$ cat config.mk
export PLATFORM = sky130hd
export DESIGN_NAME = inst_encoder
export DESIGN_NICKNAME = d
export VERILOG_FILES = /design/src/rtl/inst_encoder.sv
export SDC_FILE = /design/constraint.sdc
export NUM_CORES = 1
export LEC_CHECK = 0
export ABC_CLOCK_PERIOD_IN_PS = 5900
export BUFFER_PORTS_ARGS = -buffer_cell sky130_fd_sc_hd__buf_4
export CORE_MARGIN = 8
export CORE_UTILIZATION = 59
export CTS_BUF_LIST = sky130_fd_sc_hd__clkbuf_2 sky130_fd_sc_hd__clkbuf_4 sky130_fd_sc_hd__clkbuf_8
export DETAILED_ROUTE_END_ITERATION = 6
export GPL_TIMING_DRIVEN = 0
export MAX_ROUTING_LAYER = met4
export PLACE_DENSITY_LB_ADDON = 0.2
export SLEW_MARGIN = 40
export SYNTH_ARGS = -nofsm -noshare
export SYNTH_HDL_FRONTEND = slang
export SYNTH_SLANG_ARGS = --single-unit
$ cat constraint.sdc
create_clock -name clk -period 5.9 [get_ports clk]
set_clock_uncertainty 0.15 [all_clocks]
set_input_delay 0.885 -clock clk [delete_from_list [all_inputs] [get_ports clk]]
set_output_delay 0.885 -clock clk [all_outputs]
set_load 0.05 [all_outputs]
$ cat src/rtl/inst_encoder.sv
// inst_encoder: packs RISC-V style field bundles into 32-bit instruction words
// behind a one-stage valid/ready register, assigning sequential word addresses.
module inst_encoder #(
  parameter logic [31:0] RESET_ADDR = 32'h0000_0000
) (
  input  logic        clk,
  input  logic        rst,
  input  logic        in_valid,
  output logic        in_ready,
  input  logic [2:0]  fmt,
  input  logic [6:0]  opcode,
  input  logic [4:0]  rd,
  input  logic [4:0]  rs1,
  input  logic [4:0]  rs2,
  input  logic [2:0]  func3,
  input  logic [6:0]  func7,
  input  logic [31:0] imm,
  output logic        out_valid,
  input  logic        out_ready,
  output logic [31:0] out_inst,
  output logic [31:0] out_addr,
  output logic        out_err,
  input  logic        addr_clr,
  output logic [7:0]  err_cnt
);
  logic        r_valid, r_err;
  logic [31:0] r_inst, r_addr, r_cnt;
  logic [7:0]  r_err_cnt;
  logic        w_acc, w_err;
  logic [31:0] w_inst, w_base;
  assign in_ready = !r_valid || out_ready;
  assign w_acc    = in_valid && in_ready;
  assign w_base   = addr_clr ? RESET_ADDR : r_cnt;
  // fmt=7 falls through to the NOP word with the error flag raised
  always_comb begin
    w_inst = 32'h0000_0013;
    w_err  = 1'b1;
    case (fmt)
      3'd0: begin
        w_inst = {func7, rs2, rs1, func3, rd, opcode};
        w_err  = 1'b0;
      end
      3'd1: begin
        w_inst = {imm[11:0], rs1, func3, rd, opcode};
        w_err  = !(&imm[31:11] || ~|imm[31:11]);
      end
      3'd2: begin
        w_inst = {imm[11:5], rs2, rs1, func3, imm[4:0], opcode};
        w_err  = !(&imm[31:11] || ~|imm[31:11]);
      end
      3'd3: begin
        w_inst = {imm[12], imm[10:5], rs2, rs1, func3, imm[4:1], imm[11], opcode};
        w_err  = !(&imm[31:12] || ~|imm[31:12]) || imm[0];
      end
      3'd4: begin
        w_inst = {imm[19:0], rd, opcode};
        w_err  = |imm[31:20];
      end
      3'd5: begin
        w_inst = {imm[20], imm[10:1], imm[11], imm[19:12], rd, opcode};
        w_err  = !(&imm[31:20] || ~|imm[31:20]) || imm[0];
      end
      3'd6: begin
        w_inst = {func7, imm[4:0], rs1, func3, rd, opcode};
        w_err  = |imm[31:5];
      end
      default: ;
    endcase
  end
  always_ff @(posedge clk or posedge rst) begin
    if (rst) begin
      r_valid   <= 1'b0;
      r_inst    <= '0;
      r_addr    <= '0;
      r_err     <= 1'b0;
      r_err_cnt <= '0;
      r_cnt     <= RESET_ADDR;
    end else begin
      if (w_acc) begin
        r_valid <= 1'b1;
        r_inst  <= w_inst;
        r_addr  <= w_base;
        r_err   <= w_err;
      end else if (out_ready) begin
        r_valid <= 1'b0;
      end
      r_cnt <= w_acc ? w_base + 32'd4 : w_base;
      if (w_acc && w_err && r_err_cnt != 8'hff)
        r_err_cnt <= r_err_cnt + 8'd1;
    end
  end
  assign out_valid = r_valid;
  assign out_inst  = r_inst;
  assign out_addr  = r_addr;
  assign out_err   = r_err;
  assign err_cnt   = r_err_cnt;
endmodule
==> results of run 1 <==
-- power breakdown --
| group | total (mW) | switching [mW] | leakage (nW) | internal [mW] |
|---|---|---|---|---|
| clock | 0.471 | 0.267 | 0.107 | 0.204 |
| combinational | 0.537 | 0.366 | 1.70 | 0.172 |
| sequential | 0.834 | 0.0528 | 1.41 | 0.782 |
| total | 1.84 | 0.686 | 3.21 | 1.16 |
-- worst paths after layout --
| kind | start | to | slack [ps] | cells past startpoint |
|---|---|---|---|---|
| setup / recovery | addr_clr | r_cnt[28] | 2520 | 13 |
| hold / removal | out_addr[27] | out_addr[27] | 330 | 2 |
| setup reg to reg | r_cnt[2] | r_cnt[28] | 3130 | 9 |
| hold reg to reg | out_addr[27] | out_addr[27] | 330 | 2 |
| max in group asynchronous | rst | out_inst[3] | 4640 | 3 |
| min in group asynchronous | rst | out_addr[0] | 370 | 2 |
-- metal layers --
metal / part of all wire / wire length (um) / GRT usage
met1: 0.42 / 7010 / 0.335
met2: 0.49 / 8250 / 0.446
met3: 0.071 / 1190 / 0.0660
met4: 0.025 / 414 / 0.0939
met5: 0 / 0 / -
-- state kept, by name, summed over array words and instances (netlist names) --
register   count
out_inst      32
err_cnt        8
out_err        1
out_valid      1
r_cnt         32
out_addr      32
-- final cells by class --
cell class | instances | area, sq um
Sequential cell | 106 | 2650
Multi-Input combinational cell | 424 | 2540
Fill cell | 651 | 2170
Timing Repair Buffer | 147 | 1120
Buffer | 35 | 145
Tap cell | 111 | 139
Clock buffer | 9 | 124
Clock inverter | 7 | 86.3
Inverter | 20 | 82.6
-- stage by stage --
stage	cell area (sq um)	util	setup slack (ps)	hold slack (ps)	instances
finish	6890	0.761	2520	335	859
global route	6890	0.761	2350	369	859
CTS	6890	0.761	2560	341	859
detailed placement	6680	0.737	2170	315	843
global placement	6650	0.733	1030	303	842
floorplan	5410	-	2080	319	585
-- cell usage after synthesis (4+ instances only) --
library cell and n:
and3_1 5, a221oi_1 9, a22o_1 10, buf_2 5, o31ai_1 7, clkbuf_1 24, nand4_1 12, nand2_1 90
xor2_1 13, mux2i_1 13, nor4_1 7, o21ai_0 49, inv_1 20, nor2b_1 12, a21oi_1 27, dfrtp_1 106
nand2b_1 26, nand3b_1 9, or3_1 6, a2111oi_0 4, buf_1 4, nand3_1 12, nor3_1 11, a22oi_1 4
nor2_1 43, xnor2_1 15
-- worst min-delay path, cell delays in order (launching register included) --
cell and delay, ps:
dfrtp_1 360, nand2_1 50, nand2_1 50
-- cell families (layout without fill, tap and decap cells) --
kind of cell	count (synthesis)	after routing	synth area share
AO/OA/AOI/OAI	129	129	0.156
XOR/XNOR	28	28	0.0453
adder cells (fa/ha/maj)	3	3	0.00647
buffers and inverters	55	218	0.0407
flip-flops	106	106	0.490
multiplexers	19	19	0.0365
AND/OR/NAND/NOR	245	245	0.225
==> metrics.md, run 1 <==
| Metric | Value |
|---|---|
| HPWL after DPL | `13000 um` |
| PwrDens | `267 nW/um^2` |
| CP startpoint kind | `input pin` |
| Worst Path Arrival | `3490 ps` |
| Slowest stage delay, CP | `390 ps` |
| CP Max Fanout | `10` |
| Most common cell after layout, fill and taps aside | `buf_4` |
| Share of cells above drive strength 1 | `0.245` |
| Post-synth EDFFs | `0` |
| Antenna Cells | `0` |
| Total gr overflow | `0` |
| DRC | `0` |
| CP delay by family, top | `simple AND/OR/NAND/NOR gates` |
| Final hold vios | `0` |
| I/O Buffers | `146` |
| Die footprint | `12500 sq um` |
| Most used cell along the critical path | `buf_2` |
| Post-Syn Area | `5410 sq um` |
| Final nets | `817` |
| Most frequent cells in the layout | `buf_4, dfrtp_1, nand2_1` |
| IO Pins | `147` |
| Run status | `finished, final reports clean` |
| Fraction of registers with async set/reset | `1.00` |
| Period utilization | `0.573` |
| Synth Net Count | `659` |
| Max H-tree Level | `3` |
| Mapped Avg Cell Area | `9.25 sq um` |
| CP bufs+invs | `5` |
| GP Congestion | `0.973` |
| Cells along the critical path | `buf_4, buf_2, clkbuf_1, nand2b_1, inv_1, ha_1, and3b_1, nand4_1, or2_2, buf_2, nor3_1, xnor2_1, nor2_1` |
| DR iter-0 viols | `359` |
| Number of cell rows | `35` |
| Final min period | `3380 ps` |
| Max Fclk | `296 MHz` |
| Area contributors post-synth | `dfrtp_1, nand2_1, o21ai_0` |
| Max Buffers Root-to-Sink | `2` |
| Die W | `112 um` |
| Synth area leader | `dfrtp_1` |
| Setup bufs post-CTS | `0` |
| Critical-path top delay cell | `or2_2` |
| Initial Util | `0.597` |
| Pleak | `3.21 nW` |
| Commonest register cell after synthesis | `dfrtp_1` |
| # setup viols final | `0` |
| RSZ-0062 raised after global routing | `false` |
| Gr usage total | `0.277` |
| Post-CTS Hold Buffers | `0` |
| Synth cell types | `51` |
| Max-cap violations | `0` |
| Seq cells post-synth | `106` |
| CTS Root Cell | `clkbuf_8` |
| HP Class | `flip-flop to flip-flop` |
| Post-synth top area share | `0.490` |
| Fin Setup TNS | `0 ps` |
| Sequential cell area fraction in the yosys report | `0.490` |
| First-pass GRT wire length | `26900 um` |
| Via/cell ratio | `5.96` |
| Synth Warn # | `0` |
| Worst slew pin tran | `603 ps` |
| Initial antenna violation count | `0` |
| CTS Buf Count | `9` |
| Power Total | `1.84 mW` |
| Maximum vdd drop | `0.271 mV` |
| Crit path kind | `input pin to flip-flop` |
| Max-slew violations | `0` |
| Placeable Area | `9060 sq um` |
| CP endpoint kind | `flip-flop` |
| Skew-Pair Late Insertion Delay | `370 ps` |
| Syn Inst Count | `585` |
| Cts repair resizes | `0` |
| Area growth, synth to finish | `27.3%` |
| Wire length per cell | `19.6 um` |
| Vias in the first global route | `5296` |
| Slew headroom | `0.598` |
| Reg clk slew, reported paths | `110 ps` |
| DR pass1 iterations | `5` |
| Largest net degree at the start of global routing | `60` |
| Post-Route WL | `16900 um` |
| Die Y | `112 um` |
| Vias | `5117` |
| CTS tree | `yes` |
| CTS sink cnt | `106` |
| Antenna viol nets, final | `0` |
| Required time worst endpoint | `6000 ps` |
(Power assumes the default switching activity.)
==> run 2: changes to the inputs <==
ABC_CLOCK_PERIOD_IN_PS = 3100   (was 5900)
CORE_UTILIZATION = 49   (was 59)
clock period = 3.1 ns   (was 5.9 ns; I/O delays follow)
==> metrics.md, run 2 (synthesis results as in run 1) <==
| Metric | Value |
|---|---|
| Run status | `finished, final reports clean` |
| Initial Util | `0.502` |
| Final nets | `820` |
| Register area | `2650 sq um` |
| Gr usage total | `0.239` |
| Total gr overflow | `0` |
| RR Startpoint | `r_cnt[2]` |
| Pleak | `3.24 nW` |
| Fin cells | `891` |
| Share of cells above drive strength 1 | `0.248` |
| Placed cells | `875` |
| Vias | `5083` |
| CTS Root Cell | `clkbuf_8` |
| DRC | `0` |
| Worst Path Arrival | `2790 ps` |
| CP bufs+invs | `3` |
| Crit path kind | `input pin to flip-flop` |
| Power Total | `3.46 mW` |
| Antenna Cells | `0` |
| Final hold vios | `0` |
| Max H-tree Level | `3` |
| CTS sink cnt | `106` |
| Required time worst endpoint | `3190 ps` |
| Die Y | `121 um` |
| CP startpoint kind | `input pin` |
| HPWL after DPL | `13300 um` |
| CP delay by family, top | `simple AND/OR/NAND/NOR gates` |
| Largest net degree at the start of global routing | `27` |
| Die W | `121 um` |
| Setup bufs post-CTS | `0` |
| IO Pins | `147` |
| CP Max Fanout | `19` |
| Clk pwr share | `0.243` |
| Hold path startpoint | `opcode[0]` |
| Post-Route WL | `17000 um` |
| First-pass GRT wire length | `27100 um` |
| PwrDens | `495 nW/um^2` |
| RSZ-0062 raised after global routing | `false` |
| Die footprint | `14700 sq um` |
| Area growth, synth to finish | `29.3%` |
| Worst path depth | `11` |
| CTS Buf Count | `9` |
| Flop2flop setup slack | `460 ps` |
| Skew-Pair Late Insertion Delay | `370 ps` |
| GP Congestion | `0.975` |
| Antenna viol nets, final | `0` |
| Multi-input logic area | `2540 sq um` |
| Reg-to-reg endpoint | `r_cnt[30]` |
| Cells along the critical path | `buf_4, buf_2, nor2b_1, ha_1, and3b_1, nand4_1, or2_2, buf_2, nor3_1, xnor2_1, nor2_1` |
| Slowest stage delay, CP | `390 ps` |
| Wire length per cell | `19.0 um` |
| Hold slack final | `157 ps` |
| CP endpoint kind | `flip-flop` |
| Via/cell ratio | `5.70` |
| HP Class | `input pin to flip-flop` |
| Critical-path top delay cell | `or2_2` |
| Final min period | `2700 ps` |
| Fill cells | `922` |
| Critical Path Source | `addr_clr` |
| Most used cell along the critical path | `buf_2` |
| DR iter-0 viols | `581` |
| Number of cell rows | `38` |
| Initial antenna violation count | `0` |
| Sequential power share | `0.460` |
| Reg clk slew, reported paths | `100 ps` |
| Max Fclk | `370 MHz` |
| Cts repair resizes | `0` |
| Crit path to | `r_cnt[30]` |
| Period utilization | `0.871` |
| Vias in the first global route | `5163` |
| Pint | `2.16 mW` |
| Maximum vdd drop | `0.424 mV` |
| Slew headroom | `0.604` |
| Switching share of power | `0.377` |
| Worst r2r path cells | `9` |
| Switch Pwr | `1.31 mW` |
| Most frequent cells in the layout | `buf_4, dfrtp_1, nand2_1` |
| CTS tree | `yes` |
| Max-cap violations | `0` |
| I/O Buffers | `146` |
| Worst slew pin tran | `594 ps` |
| # setup viols final | `0` |
| Combinational power share | `0.297` |
| Placeable Area | `10800 sq um` |
| Most common cell after layout, fill and taps aside | `buf_4` |
| Max-slew violations | `0` |
| Max Buffers Root-to-Sink | `2` |
| DR pass1 iterations | `6` |
run 2: cell count changes in the layout (fill, tap and decap cells not counted), sizes merged:
cell         change
dlygate4sd3      +1
bufinv           -1
buf              +3
clkinvlp         +2
clkinv           -2
run 2: layout make-up:
type / instances / area share
flip-flops and latches: 106 / 0.379
multi-input cells: 424 / 0.363
repair buffers: 151 / 0.174
well taps: 140 / 0.0250
plain buffers: 34 / 0.0202
clock buffers: 10 / 0.0197
inverters: 20 / 0.0113
clock inverters: 6 / 0.00822
run 2: layer usage:
metal	wire, um	track usage	vias up
li1	-	-	2359
met1	7230	0.303	2443
met2	8050	0.378	253
met3	1370	0.0563	28
met4	303	0.0648	0
met5	0	-	-
run 2: worst min path at each step:
| stage | end | cells past startpoint |
|---|---|---|
| after floorplan | r_cnt[0] | 1 |
| after global placement | out_addr[26] | 2 |
| after detailed placement | out_addr[31] | 2 |
| after CTS | out_inst[0] | 2 |
| after global routing | out_inst[1] | 2 |
| final | out_inst[0] | 2 |
run 2: timing repair:
action / 4_1_cts / 5_1_grt
endpoints found under the setup margin: 0 / 1
hold buffers: 1 / 0
endpoints found under the hold margin: 20 / 0
run 2: power by group through the flow:
| stage | Clock [mW] | Combinational, mW | Sequential (mW) |
|---|---|---|---|
| final | 0.842 | 1.03 | 1.59 |
| after global routing | 0.915 | 1.09 | 1.61 |
| after CTS | 0.863 | 1.03 | 1.59 |
| after detailed placement | 0 | 1.03 | 1.62 |
| after global placement | 0 | 1.01 | 1.61 |
| after floorplan | 0 | 0.281 | 1.96 |
run 2: metrics by stage:
stage | util | TNS (ps) | area (sq um) | setup slack (ps)
detailed placement | 0.630 | -962 | 6800 | -187
floorplan | - | 0 | 5420 | 362
global placement | 0.620 | -780 | 6690 | -162
global route | 0.649 | 0 | 7000 | 206
finish | 0.649 | 0 | 7000 | 400
CTS | 0.649 | 0 | 7000 | 214
==> run 3: changes to the inputs <==
ABC_CLOCK_PERIOD_IN_PS = default   (was 3100)
PLACE_DENSITY = 0.85   (was default)
PLACE_DENSITY_LB_ADDON = default   (was 0.2)
==> metrics.md, run 3 (synthesis results as in run 1) <==
| Metric | Value |
|---|---|
| Vias in the first global route | `5313` |
| Placeable Area | `10800 sq um` |
| Vias | `5037` |
| Number of cell rows | `38` |
| Post-Route WL | `16500 um` |
| GP Congestion | `0.979` |
| Max-slew violations | `0` |
| Die footprint | `14700 sq um` |
| Final hold vios | `0` |
| Multi-input logic area | `2540 sq um` |
| CTS tree | `yes` |
| Antenna Cells | `0` |
| Max-cap violations | `0` |
| Wire length per cell | `18.5 um` |
| Slew headroom | `0.562` |
| Die W | `121 um` |
| Max Fclk | `368 MHz` |
| DR pass1 iterations | `7` |
| Period utilization | `0.877` |
| # setup viols final | `0` |
| Skew-Pair Late Insertion Delay | `370 ps` |
| Area growth, synth to finish | `28.7%` |
| First-pass GRT wire length | `27100 um` |
| Reg clk slew, reported paths | `90 ps` |
| Max H-tree Level | `3` |
| Maximum vdd drop | `0.296 mV` |
| Max Buffers Root-to-Sink | `2` |
| Die Y | `121 um` |
| Most common cell after layout, fill and taps aside | `buf_4` |
| Worst Path Arrival | `2810 ps` |
| Placed cells | `875` |
| Via/cell ratio | `5.65` |
| Worst r2r path cells | `9` |
| DRC | `0` |
| PwrDens | `490 nW/um^2` |
| Initial antenna violation count | `0` |
| Cts repair resizes | `0` |
| CP startpoint kind | `input pin` |
| Final min period | `2720 ps` |
| Flop2flop setup slack | `440 ps` |
| Hold slack final | `154 ps` |
| Antenna viol nets, final | `0` |
| DR iter-0 viols | `345` |
| I/O Buffers | `146` |
| Pleak | `3.23 nW` |
| CP endpoint kind | `flip-flop` |
| HP Class | `input pin to flip-flop` |
| Initial Util | `0.502` |
| HPWL after DPL | `13200 um` |
| Power Total | `3.41 mW` |
| Fin cells | `891` |
| CTS Buf Count | `9` |
| Finished Core Util | `0.646` |
| Final nets | `820` |
| IO Pins | `147` |
| Hold path cells | `2` |
| Gr usage total | `0.239` |
| Share of cells above drive strength 1 | `0.248` |
| RSZ-0062 raised after global routing | `false` |
| CTS sink cnt | `106` |
| Fill cells | `890` |
| Required time worst endpoint | `3190 ps` |
| Register area | `2650 sq um` |
| Crit path kind | `input pin to flip-flop` |
| Largest net degree at the start of global routing | `27` |
| Total gr overflow | `0` |
| CP Max Fanout | `19` |
| Run status | `finished, final reports clean` |
| Fin Setup TNS | `0 ps` |
| Most frequent cells in the layout | `buf_4, dfrtp_1, nand2_1` |
| CTS Root Cell | `clkbuf_8` |
| Worst slew pin tran | `658 ps` |
==> run 3: cell types whose count changed in the layout (fill, tap and decap cells not counted), sizes merged <==
cell and delta:
clkbuf +1, clkinv +1, inv -2
==> run 3: critical path: stages <==
cell and delay, ps:
buf_4 120, buf_2 220, nor2b_1 320, ha_1 270
and3b_1 170, nand4_1 220, or2_2 390, buf_2 190
nor3_1 230, xnor2_1 150, nor2_1 50
==> run 3: report_power, final <==
| part | switching (mW) | internal (mW) |
|---|---|---|
| combinational | 0.691 | 0.336 |
| clock | 0.480 | 0.315 |
| sequential | 0.103 | 1.49 |
==> run 3: layout make-up <==
cell class	instances	area share
inverter	20	0.0113
clock buffer	11	0.0199
multi-input combinational	424	0.365
tap	140	0.0251
sequential	106	0.381
clock inverter	5	0.00557
buffer	34	0.0203
timing repair buffer	151	0.172
==> run 3: path summary, 6_finish.rpt <==
kind	to	start
worst max-delay path	r_cnt[30]	addr_clr
worst min register to register	out_addr[28]	out_addr[28]
worst min-delay path	out_inst[4]	opcode[4]
min in group asynchronous	out_addr[6]	rst
worst max register to register	r_cnt[30]	r_cnt[2]
max in group asynchronous	out_inst[18]	rst
==> run 3: timing repair <==
item,4_1_cts,5_1_grt
endpoints found under the setup margin,0,1
hold endpoints to repair,16,0
hold buffers,1,0
buffers inserted,0,0
==> run 3: layer usage <==
layer / GRT usage / up-vias / part of all wire
met1: 0.301 / 2403 / 0.44
li1: - / 2367 / -
met2: 0.384 / 232 / 0.47
met3: 0.0372 / 35 / 0.068
met4: 0.0851 / 0 / 0.023
met5: - / - / 0
==> run 3: through the flow <==
step | cell area [sq um] | setup WS [ps]
3_3_place_gp | 6690 | -114
4_1_cts | 6970 | 228
6_report | 6970 | 381
3_5_place_dp | 6780 | -160
2_1_floorplan | 5420 | 362
5_1_grt | 6970 | 176
